$ cat config.mk
export PLATFORM = sky130hd
export DESIGN_NAME = fifo_axis_packer_flat
export DESIGN_NICKNAME = d
export VERILOG_FILES = /design/src/rtl/fifo_axis_packer_if.sv /design/src/rtl/fifo_axis_packer.sv /design/src/flat_wrapper.sv
export SDC_FILE = /design/constraint.sdc
export NUM_CORES = 1
export LEC_CHECK = 0
export CAP_MARGIN = 10
export CORE_ASPECT_RATIO = 2
export CORE_MARGIN = 2
export CORE_UTILIZATION = 47
export DETAILED_ROUTE_END_ITERATION = 7
export PLACE_DENSITY_LB_ADDON = 0.3
export SLEW_MARGIN = 20
export SYNTH_ARGS = -nofsm -noshare
export SYNTH_HDL_FRONTEND = slang
export SYNTH_SLANG_ARGS = --single-unit
$ cat constraint.sdc
create_clock -name clk -period 1.95 [get_ports clk]
set_input_delay 0.195 -clock clk [delete_from_list [all_inputs] [get_ports clk]]
set_output_delay 0.195 -clock clk [all_outputs]
set_load 0.005 [all_outputs]
$ cat src/rtl/fifo_axis_packer_if.sv
// AXI-Stream-style beat interface carrying packed output beats.
//   tvalid : beat valid (master -> slave)
//   tready : slave can accept (slave -> master)
//   tdata  : packed beat, DATA_WIDTH*PACK_RATIO bits, word 0 in the low slice
//   tkeep  : per-word valid mask, one bit per packed word
//   tlast  : beat was terminated by a flush
interface fifo_axis_packer_if #(
  parameter int unsigned DATA_WIDTH = 8,
  parameter int unsigned PACK_RATIO = 4
);
  localparam int unsigned OUT_WIDTH = DATA_WIDTH * PACK_RATIO;

  logic                  tvalid;
  logic                  tready;
  logic [OUT_WIDTH-1:0]  tdata;
  logic [PACK_RATIO-1:0] tkeep;
  logic                  tlast;

  modport master (
    output tvalid,
    output tdata,
    output tkeep,
    output tlast,
    input  tready
  );

  modport slave (
    input  tvalid,
    input  tdata,
    input  tkeep,
    input  tlast,
    output tready
  );
endinterface

$ cat src/rtl/fifo_axis_packer.sv
// Pops words from a show-ahead FIFO and packs PACK_RATIO consecutive words into one
// wide beat, presented on a registered valid/ready master port. A flush pulse forces
// out a partial beat (tkeep marks the filled words, tlast=1).
// Ports:
//   clk, rst_n        : clock, asynchronous active-low reset
//   fifo_empty        : FIFO empty flag
//   fifo_rd_data      : FIFO head word (valid while fifo_empty=0)
//   fifo_rd_en        : pop strobe to FIFO (combinational)
//   flush             : single-cycle request to emit the partial accumulator
//   flush_done        : one-cycle pulse when a flush completes
//   m                 : packed beat output (master modport)
//   acc_level         : words currently held in the accumulator
module fifo_axis_packer #(
  parameter int unsigned DATA_WIDTH = 8,
  parameter int unsigned PACK_RATIO = 4,
  parameter int unsigned OUT_WIDTH  = DATA_WIDTH * PACK_RATIO,
  parameter int unsigned LVL_WIDTH  = $clog2(PACK_RATIO + 1)
) (
  input  logic                  clk,
  input  logic                  rst_n,
  input  logic                  fifo_empty,
  input  logic [DATA_WIDTH-1:0] fifo_rd_data,
  output logic                  fifo_rd_en,
  input  logic                  flush,
  output logic                  flush_done,
  fifo_axis_packer_if.master    m,
  output logic [LVL_WIDTH-1:0]  acc_level
);

  localparam logic [LVL_WIDTH-1:0] LvlFull = LVL_WIDTH'(PACK_RATIO);

  logic [OUT_WIDTH-1:0]  acc_d, acc_q;
  logic [LVL_WIDTH-1:0]  lvl_d, lvl_q;
  logic                  pend_d, pend_q;
  logic                  done_d, done_q;
  logic                  tvalid_q;
  logic [OUT_WIDTH-1:0]  tdata_q;
  logic [PACK_RATIO-1:0] tkeep_q;
  logic                  tlast_q;

  logic                  out_free;
  logic                  xfer;
  logic [PACK_RATIO-1:0] fill_mask;

  assign m.tvalid   = tvalid_q;
  assign m.tdata    = tdata_q;
  assign m.tkeep    = tkeep_q;
  assign m.tlast    = tlast_q;
  assign acc_level  = lvl_q;
  assign flush_done = done_q;

  always_comb begin
    out_free = !tvalid_q || m.tready;
    // A full accumulator always moves; a partial one only when a flush is pending.
    xfer = out_free && ((lvl_q == LvlFull) || (pend_q && (lvl_q != '0)));
    // Popping while full is allowed only when the same edge empties the accumulator.
    fifo_rd_en = !fifo_empty && !flush && !pend_q && ((lvl_q < LvlFull) || xfer);
  end

  always_comb begin
    fill_mask = '0;
    for (int i = 0; i < PACK_RATIO; i++) begin
      fill_mask[i] = LVL_WIDTH'(i) < lvl_q;
    end
  end

  // Accumulator next state: clear on xfer first, so a same-cycle pop lands in slot 0.
  always_comb begin
    acc_d = acc_q;
    lvl_d = lvl_q;
    if (xfer) begin
      acc_d = '0;
      lvl_d = '0;
    end
    if (fifo_rd_en) begin
      for (int i = 0; i < PACK_RATIO; i++) begin
        if (LVL_WIDTH'(i) == lvl_d) begin
          acc_d[i*DATA_WIDTH +: DATA_WIDTH] = fifo_rd_data;
        end
      end
      lvl_d = lvl_d + LVL_WIDTH'(1);
    end
  end

  // Flush completes on the edge that emits the partial beat, or immediately if empty.
  always_comb begin
    done_d = pend_q && ((lvl_q == '0) || xfer);
    pend_d = pend_q ? !done_d : flush;
  end

  always_ff @(posedge clk or negedge rst_n) begin
    if (!rst_n) begin
      acc_q    <= '0;
      lvl_q    <= '0;
      pend_q   <= 1'b0;
      done_q   <= 1'b0;
      tvalid_q <= 1'b0;
      tdata_q  <= '0;
      tkeep_q  <= '0;
      tlast_q  <= 1'b0;
    end else begin
      acc_q  <= acc_d;
      lvl_q  <= lvl_d;
      pend_q <= pend_d;
      done_q <= done_d;
      if (xfer) begin
        tdata_q  <= acc_q;
        tkeep_q  <= fill_mask;
        tlast_q  <= pend_q;
        tvalid_q <= 1'b1;
      end else if (out_free) begin
        tvalid_q <= 1'b0;
      end
    end
  end

endmodule
$ cat src/flat_wrapper.sv
// flat-port wrapper written by rule: the top's interface ports become plain ports
module fifo_axis_packer_flat 
#(
  parameter int unsigned DATA_WIDTH = 8,
  parameter int unsigned PACK_RATIO = 4,
  parameter int unsigned OUT_WIDTH  = DATA_WIDTH * PACK_RATIO,
  parameter int unsigned LVL_WIDTH  = $clog2(PACK_RATIO + 1)
)
  (clk, rst_n, fifo_empty, fifo_rd_data, fifo_rd_en, flush, flush_done, acc_level, m_tvalid, m_tdata, m_tkeep, m_tlast, m_tready);
  fifo_axis_packer_if #(.DATA_WIDTH(DATA_WIDTH), .PACK_RATIO(PACK_RATIO)) m_i ();
  input  logic clk;
  input  logic rst_n;
  input  logic fifo_empty;
  input  logic [DATA_WIDTH-1:0] fifo_rd_data;
  output logic fifo_rd_en;
  input  logic flush;
  output logic flush_done;
  output logic [LVL_WIDTH-1:0] acc_level;
  output wire logic [$bits(m_i.tvalid)-1:0] m_tvalid;
  output wire logic [$bits(m_i.tdata)-1:0] m_tdata;
  output wire logic [$bits(m_i.tkeep)-1:0] m_tkeep;
  output wire logic [$bits(m_i.tlast)-1:0] m_tlast;
  input wire logic [$bits(m_i.tready)-1:0] m_tready;
  assign m_tvalid = m_i.tvalid;
  assign m_tdata = m_i.tdata;
  assign m_tkeep = m_i.tkeep;
  assign m_tlast = m_i.tlast;
  assign m_i.tready = m_tready;
  fifo_axis_packer #(.DATA_WIDTH(DATA_WIDTH), .PACK_RATIO(PACK_RATIO), .OUT_WIDTH(OUT_WIDTH), .LVL_WIDTH(LVL_WIDTH)) u_core (.clk(clk), .rst_n(rst_n), .fifo_empty(fifo_empty), .fifo_rd_data(fifo_rd_data), .fifo_rd_en(fifo_rd_en), .flush(flush), .flush_done(flush_done), .m(m_i), .acc_level(acc_level));
endmodule
==> results of run 1 <==
## report_power, final
group | switching (mW) | internal, mW
Sequential | 0.283 | 2.04
Clock | 0.620 | 1.12
Combinational | 0.740 | 1.12
Total | 1.64 | 4.27
## area by class of cell
| cell class | instances | area, um2 | share of cell area (%) |
|---|---|---|---|
| Tap cell | 88 | 110.1 | 2.602 |
| Multi-Input combinational cell | 131 | 1095 | 25.87 |
| Clock inverter | 7 | 92.59 | 2.188 |
| Inverter | 16 | 60.06 | 1.419 |
| Clock buffer | 9 | 225.2 | 5.322 |
| Timing Repair Buffer | 80 | 772.0 | 18.24 |
| Sequential cell | 75 | 1877 | 44.35 |
## metal layers
layer | GRT usage, % | vias up
li1 | - | 1038
met1 | 26.80 | 1153
met5 | 0 | -
met2 | 34.05 | 70
met3 | 6.681 | 18
met4 | 10.37 | 0
## worst max-delay path by stage
stage / start / to / cells past startpoint
6_report: u_core.pend_q / u_core.acc_q[5] / 3
5_1_grt: u_core.acc_level[1] / u_core.acc_q[28] / 7
4_1_cts: u_core.pend_q / u_core.acc_q[3] / 3
3_5_place_dp: fifo_empty / u_core.acc_q[3] / 4
3_3_place_gp: fifo_empty / u_core.acc_q[6] / 4
2_1_floorplan: u_core.acc_level[1] / u_core.m.tdata[26] / 6
## cells by family (layout without fill, tap and decap cells)
family,Yosys count,count (layout),share of synthesized area [%]
fa+ha+maj,4,4,1.585
buf+inv,36,112,6.024
simple gates,21,21,3.567
flops,75,75,59.45
mux,35,35,12.49
compound gates,71,71,16.88
## flip-flops by register name (all words and copies together), names as in the netlist
register and flops:
u_core.acc_q 32, u_core.m.tdata 32, u_core.m.tkeep 4, u_core.acc_level 3, u_core.flush_done 1, u_core.m.tlast 1
u_core.m.tvalid 1, u_core.pend_q 1
## cells in the mapped netlist (2+ instances only)
library cell,n
a21oi_1,3
a32o_1,8
buf_2,5
buf_4,3
buf_6,5
clkbuf_1,6
dfrtp_1,75
ha_1,4
inv_1,16
mux2_2,34
nand2_1,6
nand2b_1,2
nor2_1,3
nor3_1,2
o21ai_0,28
o32ai_1,26
or3_1,2
## worst max-delay path: stages (launching register included)
cell     delay (ns)
dfrtp_1        0.42
or4_4          0.56
or3_1          0.47
a32o_1         0.32
## timing repair
| action | in CTS | in global routing |
|---|---|---|
| hold buffers | 1 | 0 |
| hold endpoints to repair | 75 | 0 |
| endpoints found under the setup margin | 2 | 15 |
| gates resized for setup | 3 | 1 |
## through the flow
stage / std cells / hold WS, ns
2_1_floorplan: 242 / -0.1006
3_3_place_gp: 389 / 0.2541
3_5_place_dp: 389 / 0.2567
4_1_cts: 406 / 0.4391
5_1_grt: 406 / 0.4582
6_report: 406 / 0.4338
==> key figures, run 1 <==
Routing
  • Via-per-instance ratio: 5.613
  • Avg WL per Cell: 17.35 um
  • Routed met1 length: 2560 um
  • WL met3: 264 um
  • Via count: 2,279
  • Final wirelength: 7045 um
  • Met2 routed WL: 3961 um
  • Pre-Repair DR Iteration Count: 4
  • Drt drc: 0
  • Routed Antenna Nets: 0
  • Iteration-0 DRC count of the detailed router: 102
  • Highest routed layer: met4

Hold path
  • Hold Crit Class: input pin to asynchronous set/reset pin

Power and ir drop
  • Maximum VDD drop: 0.8284 mV
  • Leak pwr: 1.939 nW
  • PD cells: 1398 nW/um2
  • Power, Total: 5.918 mW

Floorplan
  • Die Y: 119.9 um
  • I/O pin total: 56
  • Cell row count: 42
  • DIE WIDTH: 61.95 um
  • Starting density of the core: 48.06%
  • Core area: 6569 um2
  • Die area: 7428 um2

Place
  • IO buf count: 55
  • Dpl cell area: 3900 um2
  • Dpl ws: -0.1253 ns
  • Routability cong.: 0.8715
  • Sum of net half-perimeters after detailed placement: 4929 um

GRT
  • Number of global-route vias before repair: 2,373
  • Initial antenna violation count: 0
  • Total gr overflow: 0
  • GRT Total Usage: 21.89%
  • Largest net degree at the start of global routing: 76
  • First-pass GRT wire length: 11,860 um

Worst setup path
  • Setup CP Type: flip-flop to flip-flop
  • R2r endpoint: u_core.acc_q[5]
  • Critical path arrival: 2.10 ns
  • R2r setup slk: 0.06 ns
  • CP startpoint kind: flip-flop
  • R2R cell count: 3
  • Setup crit end kind: flip-flop
  • Reg2reg start: u_core.pend_q
  • Crit path max fanout: 8
  • Critical Path RT: 2.16 ns

Clock network
  • Post-CTS Setup Inserts: 0
  • Sink Count: 75
  • Clock Path Buffers: 2
  • Clock root cell: clkbuf_16
  • CTS Buf Count: 9
  • Clk Latency, worst-skew pair: 0.33 ns
  • CTS tree: built
  • Worst-path clk slew: 0.05 ns
  • H-tree levels: 3

Synthesis
  • Synthesized flop and latch total: 75
  • Synth area leaders: dfrtp_1 59%, mux2_2 12%, o32ai_1 7.2%
  • Synth async-reset ratio: 100.0%
  • Top-area cell type share of the netlist area: 59.45%
  • Yosys warns: 0
  • Cell Area, Synth: 3157 um2
  • Syn_nets: 259
  • EDFF count, synth: 0
  • Sequential-to-total area share from yosys stat: 59.45%
  • Largest area contributor in the netlist: dfrtp_1
  • Average size of a mapped cell: 13.04 um2
  • Syn Inst Count: 242
  • Cell variety after synth: 31
  • Dominant synthesized flop cell: dfrtp_1

Final layout
  • Final Core Density: 64.42%
  • Commonest non-fill, non-tap cells in the layout: 75 x dfrtp_1, 53 x clkdlybuf4s50_1, 34 x mux2_2
  • Antenna Cells: 0
  • Layout cells sized above 1: 25.47%
  • Commonest non-fill, non-tap cell in the layout: dfrtp_1
  • Layout area overhead: 34.05%
  • Final net count: 330
  • Final design instance area without fill: 4232 um2
  • Fill cell count: 508

Timing
  • Setup slack after layout: 0.06411 ns
  • Final Cycle Share: 96.71%
  • # setup viols final: 0
  • Skew final: 0.004997 ns
  • Max-slew headroom: 73.66%
  • Final min period: 1.886 ns
  • Sum Neg Setup Slack: 0 ns
  • Max Slew Vio Count: 0
  • Fmax: 530.3 MHz
  • Slew @ Worst Pin: 0.3952 ns
  • RSZ-0062 raised after global routing: false
  • Hold Vio Cnt, Final: 0

Job
  • Max cap viols: 0

Status
  • Status: finished, final reports clean
Note: power is estimated with default switching activity, not from simulation.
==> inputs of run 2 (changes only) <==
Settings changed: PLACE_DENSITY set to 0.75, PLACE_DENSITY_LB_ADDON 0.3 to not set.
==> run 2 against run 1 <==
  * First-iteration DRC count up 18%
  * Critical path type unchanged
  * Highest routed layer unchanged
  * Wire length is 3.0% higher
  * Final cell count shrank 0.74%
  * Worst hold slack lost 0.038 ns
==> key figures, run 2 (synthesized netlist as in run 1, its figures left out) <==
Status
  • Status: finished, final reports clean

Final layout
  • Antenna Cells: 0
  • Fill cell count: 529
  • Final net count: 328
  • Final Core Density: 64.19%
  • Layout area overhead: 33.57%
  • Commonest non-fill, non-tap cells in the layout: 75 x dfrtp_1, 53 x clkdlybuf4s50_1, 34 x mux2_2
  • Commonest non-fill, non-tap cell in the layout: dfrtp_1
  • Layout cells sized above 1: 24.44%

Routing
  • Via count: 2,307
  • Iteration-0 DRC count of the detailed router: 120
  • Drt drc: 0
  • Routed Antenna Nets: 0
  • Avg WL per Cell: 18.01 um
  • Pre-Repair DR Iteration Count: 4
  • Final wirelength: 7258 um
  • Via-per-instance ratio: 5.725

Power and ir drop
  • PD cells: 1401 nW/um2
  • Maximum VDD drop: 0.8131 mV
  • Power, Total: 5.909 mW
  • Leak pwr: 1.929 nW

GRT
  • Initial antenna violation count: 0
  • GRT Total Usage: 22.02%
  • Most Used Layer, Global Route: met2
  • M1 GR Usage: 25.91%
  • Met2 GRT Util: 35.22%
  • First-pass GRT wire length: 11,900 um
  • Met3 Use GR: 4.634%
  • Largest net degree at the start of global routing: 32
  • Number of global-route vias before repair: 2,405
  • Total gr overflow: 0

Worst setup path
  • Reg2reg start: u_core.pend_q
  • R2r endpoint: u_core.acc_q[3]
  • Critical path arrival: 2.06 ns
  • Setup crit end kind: flip-flop
  • Setup CP Type: flip-flop to flip-flop
  • Worst setup path endpoint: u_core.acc_q[3]
  • CP startpoint kind: flip-flop
  • Critical Path RT: 2.17 ns
  • R2r setup slk: 0.10 ns
  • R2R cell count: 3
  • Crit path max fanout: 8
  • CP Launch Point: u_core.pend_q

Clock network
  • Sink Count: 75
  • CTS Buf Count: 9
  • Worst-path clk slew: 0.05 ns
  • H-tree levels: 3
  • Clock root cell: clkbuf_16
  • Clk Latency, worst-skew pair: 0.33 ns
  • Clock Path Buffers: 2
  • CTS tree: built

Timing
  • Setup slack after layout: 0.1047 ns
  • Hold Vio Cnt, Final: 0
  • Final Cycle Share: 94.63%
  • Final min period: 1.845 ns
  • Max Slew Vio Count: 0
  • RSZ-0062 raised after global routing: false
  • Max-slew headroom: 59.38%
  • Fmax: 541.9 MHz
  • # setup viols final: 0
  • Skew final: 0.004895 ns
  • Slew @ Worst Pin: 0.6093 ns
  • Sum Neg Setup Slack: 0 ns

Place
  • Dpl ws: -0.1202 ns
  • Routability cong.: 0.8154
  • IO buf count: 55
  • Sum of net half-perimeters after detailed placement: 5045 um

Floorplan
  • I/O pin total: 56
  • Core area: 6569 um2
  • Die area: 7428 um2
  • Cell row count: 42
  • DIE WIDTH: 61.95 um
  • Starting density of the core: 48.06%
  • Die Y: 119.9 um

Hold path
  • Hold Crit Class: input pin to asynchronous set/reset pin

Job
  • Max cap viols: 0
==> run 2: cell type report <==
type	instances	area, um2	area share, %
Multi-Input combinational cell	131	1092	25.91
Timing Repair Buffer	78	769.5	18.25
Tap cell	88	110.1	2.611
Clock inverter	5	78.83	1.869
Clock buffer	10	229.0	5.430
Sequential cell	75	1877	44.51
Inverter	16	60.06	1.424
==> run 2: per-stage QoR <==
step | hold WS [ns] | instance area (um2) | instances
after global placement | 0.2246 | 3897 | 387
after detailed placement | 0.2306 | 3897 | 387
after floorplan | -0.1006 | 3157 | 242
final | 0.3958 | 4217 | 403
after global routing | 0.4626 | 4217 | 403
after CTS | 0.4135 | 4214 | 403
==> run 2: routing by layer <==
metal | vias to the layer above | part of all wire, %
li1 | 1035 | -
met1 | 1173 | 37
met2 | 75 | 56
met3 | 24 | 3.5
met4 | 0 | 3.9
met5 | - | 0
==> run 2: how the worst min path moves through the flow <==
| stage | endpoint | slack (ns) | cells after the start |
|---|---|---|---|
| finish | u_core.m.tdata[7] | 0.40 | 2 |
| global route | u_core.m.tdata[7] | 0.46 | 2 |
| CTS | u_core.m.tdata[7] | 0.41 | 2 |
| detailed placement | u_core.m.tdata[7] | 0.23 | 1 |
| global placement | u_core.m.tdata[7] | 0.22 | 1 |
| floorplan | u_core.acc_level[0] | -0.10 | 0 |
==> run 2: what timing repair did <==
action                                  in CTS  in global routing
resized for setup                            1                  4
endpoints found under the hold margin       24                  0
endpoints found under the setup margin       1                  9
setup buffers                                0                  0
hold buffers                                 1                  0
==> run 2: power by group <==
part,leakage [nW],switching [mW],internal (mW),total (mW)
clock network,0.152,0.605,1.11,1.71
registers,1.01,0.286,2.04,2.33
logic,0.769,0.750,1.12,1.87
==> run 2: worst max-delay path, stage by stage, from the launching register on <==
cell	delay [ns]
dfrtp_1	0.40
or4_4	0.54
or3_1	0.47
a32o_1	0.32
==> variant 1 (settings of run 2) <==
`PACK_RATIO` is set to 4 in 3 places; all go to 2.
--- a/src/rtl/fifo_axis_packer_if.sv
+++ b/src/rtl/fifo_axis_packer_if.sv
@@ -6,7 +6,7 @@
 //   tlast  : beat was terminated by a flush
 interface fifo_axis_packer_if #(
   parameter int unsigned DATA_WIDTH = 8,
-  parameter int unsigned PACK_RATIO = 4
+  parameter int unsigned PACK_RATIO = 2
 );
   localparam int unsigned OUT_WIDTH = DATA_WIDTH * PACK_RATIO;
 
--- a/src/rtl/fifo_axis_packer.sv
+++ b/src/rtl/fifo_axis_packer.sv
@@ -12,7 +12,7 @@
 //   acc_level         : words currently held in the accumulator
 module fifo_axis_packer #(
   parameter int unsigned DATA_WIDTH = 8,
-  parameter int unsigned PACK_RATIO = 4,
+  parameter int unsigned PACK_RATIO = 2,
   parameter int unsigned OUT_WIDTH  = DATA_WIDTH * PACK_RATIO,
   parameter int unsigned LVL_WIDTH  = $clog2(PACK_RATIO + 1)
 ) (
--- a/src/flat_wrapper.sv
+++ b/src/flat_wrapper.sv
@@ -2,7 +2,7 @@
 module fifo_axis_packer_flat 
 #(
   parameter int unsigned DATA_WIDTH = 8,
-  parameter int unsigned PACK_RATIO = 4,
+  parameter int unsigned PACK_RATIO = 2,
   parameter int unsigned OUT_WIDTH  = DATA_WIDTH * PACK_RATIO,
   parameter int unsigned LVL_WIDTH  = $clog2(PACK_RATIO + 1)
 )
Ports: changed (resized acc_level, m_tdata and m_tkeep); port bits go from 56 to 37. The function was not compared with the original's and may differ.
==> variant 1 against run 2 <==
  * Design area fell by 47%
  * Critical path depth is 6 higher
  * Count of clock-buffer cells in the layout decreased by 5
  * Combinational power decreased by 21%
  * Synthesized area fell by 48%
  * Final cell count fell by 50%
  * First-iteration DRC count down 79%
  * Routed wire length shrank 53%
  * Setup slack got worse by 0.0055 ns
  * Clock power fell by 60%
  * Sequential power is 43% lower
  * Sequential cell count fell by 35
  * Total power shrank 41%
  * The flow now finishes with violations (negative hold slack)
==> variant 1: results (changes against run 2) <==
[run_status]
outcome=finished, violations left
violations=negative hold slack

[clock_network]
postCtsSetupBuffers=2  ; +2
cts_root_buf=clkbuf_8
numCtsBuffers=5  ; -4
clk_pin_slew_worst_paths_ns=0.08  ; +0.03 ns
worstSkewPairLatency_ns=0.30  ; -0.03 ns
post_cts_resized=2  ; +1
htree_num_levels=2  ; -1

[global_routing]
first_global_vias=1218  ; -49%
grt_pass1_wl_um=5485  ; -54%
grt.met1_usage_pct=20.66  ; -5.3 points
grt_use_met2_pct=32.58  ; -2.6 points
track_usage_pct=19.37  ; -2.7 points
grt_max_degree=41  ; +28%
use_met3_pct=5.567  ; +0.93 points

[power]
p_leak_nw=1.035  ; -46%
peakVddDrop_v=0.0009178  ; +13%

[critical_path]
crit_path_max_incr_delay_ns=0.43  ; -0.11 ns
endpoint=u_core.acc_q[9]$_DFF_PN0_
slowest_stage=dfrtp_2
cp_top_family=flip-flops
rr_worst_depth=9  ; +6
cp.arrival_ns=2.03  ; -0.03 ns

[cells_and_area]
nNetsFinal=184  ; -44%
fillers=281  ; -47%
regArea_um2=1002  ; -47%
drive_above_1_share_pct=26.32  ; +1.9 points

[synth]
synth_fp_nets=138  ; -47%
synth_cell_types=27  ; -13%
avgSynthCellArea_um2=13.35  ; +2.3%
synth_common_cells=dfrtp_1, inv_1, mux2_2
synth.top_cells.by_area=dfrtp_1, mux2_2, a22o_1
ys_seq_area_share_pct=60.47  ; +1.0 points

[placement]
place.gp.congestion=0.8139  ; -0.18%
portBuffers=36  ; -35%
pre_cts_ws_ns=-0.02988  ; +0.09028 ns
place_area_um2=2091  ; -46%
post-place-cells=192  ; -50%
dpl.hpwl_um=2375  ; -53%

[detailed_routing]
met2_length_um=1938  ; -52%
wl_met1_um=1260  ; -53%
met3_wirelength_um=135  ; -47%
vias_per_cell=5.547  ; -3.1%
drt-total-wl_um=3414  ; -53%
vias=1126  ; -51%
drtPass1Iterations=2  ; -2

[sta]
worst_hold_slack_ns=-0.006390  ; -0.4022 ns
min_period_over_period_pct=94.91  ; +0.28 points
skew_ns=0.01118  ; +0.006288 ns
hold_viol_final=6  ; +6
slew_headroom_pct=43.23  ; -16 points

-- variant 1: changes by cell type in the layout (fill, tap and decap cells not counted), sizes merged, moves of 8 or more --
cell	delta
a32o	-8
a22o	+8
clkdlybuf4s50	-19
mux2	-17
dfrtp	-35
o21ai	-26
o32ai	-17
buf	-11
-- variant 1: cells by family (layout without fill, tap and decap cells) --
logic type,after synthesis,in the layout,synth area share (%)
adders and majority gates,1,1,0.7557
muxes,19,19,13.08
buffers and inverters,26,73,6.575
AOI/OAI and AO/OA,25,25,14.97
DFF,40,40,60.47
and+or+nand+nor,13,13,4.158
-- variant 1: cell type report --
cell class,instances,share of cell area [%]
Sequential cell,40,44.50
Multi-Input combinational cell,58,25.28
Timing Repair Buffer,47,20.50
Clock buffer,5,3.056
Inverter,18,3.000
Clock inverter,3,1.889
Tap cell,32,1.778
-- variant 1: report_power, final --
group	total [mW]	internal, mW	switching (mW)
clock	0.683	0.379	0.305
combinational	1.47	0.917	0.552
sequential	1.33	1.16	0.177
total	3.49	2.45	1.03
==> variant 2 (settings of run 2) <==
Without the edit above. Put one more register stage on the output `acc_level`, without a reset. The value now appears one clock later. The other outputs are not delayed to match.
--- a/src/rtl/fifo_axis_packer.sv
+++ b/src/rtl/fifo_axis_packer.sv
@@ -46,7 +46,9 @@
   assign m.tdata    = tdata_q;
   assign m.tkeep    = tkeep_q;
   assign m.tlast    = tlast_q;
-  assign acc_level  = lvl_q;
+  always_ff @(posedge clk) begin
+    acc_level <= lvl_q;
+  end
   assign flush_done = done_q;
 
   always_comb begin
Function: changed (Yosys sat finds a counterexample within 4 cycles, from zero or initial values and one cycle with rst_n low).
==> variant 2 against run 2 <==
  * Total power fell by 0.98%
  * Final cell count rose by 0.74%
  * Sequential cell count rose by 3
  * Synthesized area rose by 0.36%
  * Critical path depth rose by 5
  * Critical endpoint is now u_core.acc_q[28]$_DFF_PN0_
  * Critical path type unchanged
  * Design area rose by 1.8%
  * Setup slack got worse by 0.095 ns
  * Via count fell by 0.65%
  * Routed wire length did not move
==> variant 2: results (changes against run 2) <==
[detailed_routing]
vias_per_cell=5.645  ; -1.4%
met2_length_um=4014  ; -1.1%
drtIter0Drc=85  ; -29%
wl_met1_um=2633  ; -0.90%
drt-wirelength-per-cell_um=17.88  ; -0.74%
met3_wirelength_um=280  ; +8.9%

[global_routing]
track_usage_pct=21.45  ; -0.56 points
use_met3_pct=5.496  ; +0.86 points
grt_pass1_wl_um=11570  ; -2.8%
grt_max_degree=36  ; +13%
grt_use_met2_pct=34.38  ; -0.85 points
grt.met1_usage_pct=25.90  ; about the same
first_global_vias=2247  ; -6.6%

[clock_network]
worstSkewPairLatency_ns=0.33  ; about the same
htree_num_levels=3  ; unchanged

[power]
peakVddDrop_v=0.0008871  ; +9.1%
switching_power_mw=1.689  ; +2.9%
clkPwrFrac_pct=25.3  ; -3.7 points
pg_seq_mw=2.42  ; +4%
p_leak_nw=1.959  ; +1.6%

[sta]
skew_ns=0.005714  ; +0.0008192 ns
worst_hold_slack_ns=0.3720  ; -0.02380 ns
slew_headroom_pct=67.39  ; +8.0 points

[synth]
synth.top_cells.by_area=dfrtp_1, mux2_2, o32ai_1
synth_cell_types=32  ; +3.2%
synth_fp_nets=258  ; -0.39%
synth_compound_area_share_pct=16.82  ; -0.060 points
muxShareOfSynthArea_pct=12.09  ; -0.40 points
synth_common_cells=dfrtp_1, mux2_2, o21ai_0
synthAdderAreaFrac_pct=1.580  ; -0.0056 points
ys_seq_area_share_pct=61.14  ; +1.7 points
synthArstFlopShare_pct=96.15  ; -3.8 points

[placement]
dpl.hpwl_um=5054  ; +0.18%
place.gp.congestion=0.8326  ; +2.1%

[critical_path]
crit_path_max_fanout=8  ; unchanged
cp_top_family=simple AND/OR/NAND/NOR gates
rr_worst_depth=8  ; +5
endpoint=u_core.acc_q[28]$_DFF_PN0_
slowest_stage=or3b_4
cp.arrival_ns=2.16  ; +0.10 ns
r2r_slack_ns=0.01  ; -0.09 ns
cp-startpoint=u_core.lvl_q[1]$_DFF_PN0_
r2r-start=u_core.lvl_q[1]$_DFF_PN0_
crit_path_max_incr_delay_ns=0.42  ; -0.12 ns

[run_status]
outcome=complete, no violations

[cells_and_area]
nNetsFinal=330  ; +0.61%
diodes=0  ; unchanged
drive_above_1_share_pct=29.25  ; +4.8 points

-- variant 2: cell type report --
cell class / count / area [um^2]
Fill cell: 530 / 2277
Tap cell: 88 / 110.1
Clock buffer: 11 / 242.7
Multi-Input combinational cell: 129 / 1160
Timing Repair Buffer: 79 / 752.0
Clock inverter: 5 / 25.02
Inverter: 16 / 65.06
Sequential cell: 78 / 1937
-- variant 2: repair_timing --
item / 4_1_cts / 5_1_grt
setup endpoints to repair: 1 / 33
gates resized for setup: 2 / 10
hold endpoints to repair: 18 / 0
setup buffers: 0 / 4
pin swaps: 0 / 13
hold buffers: 1 / 0
-- variant 2: metrics by stage --
stage               power, mW  instances  setup slack (ns)  TNS [ns]  area (um^2)
detailed placement      4.353        385           -0.2188    -2.106         3931
global route            6.202        406          -0.03910  -0.08076         4292
finish                  5.851        406          0.009724         0         4292
floorplan               3.425        241           -0.1654    -2.389         3229
global placement        4.292        385           -0.1857    -1.514         3931
CTS                     5.851        402          0.004391         0         4213
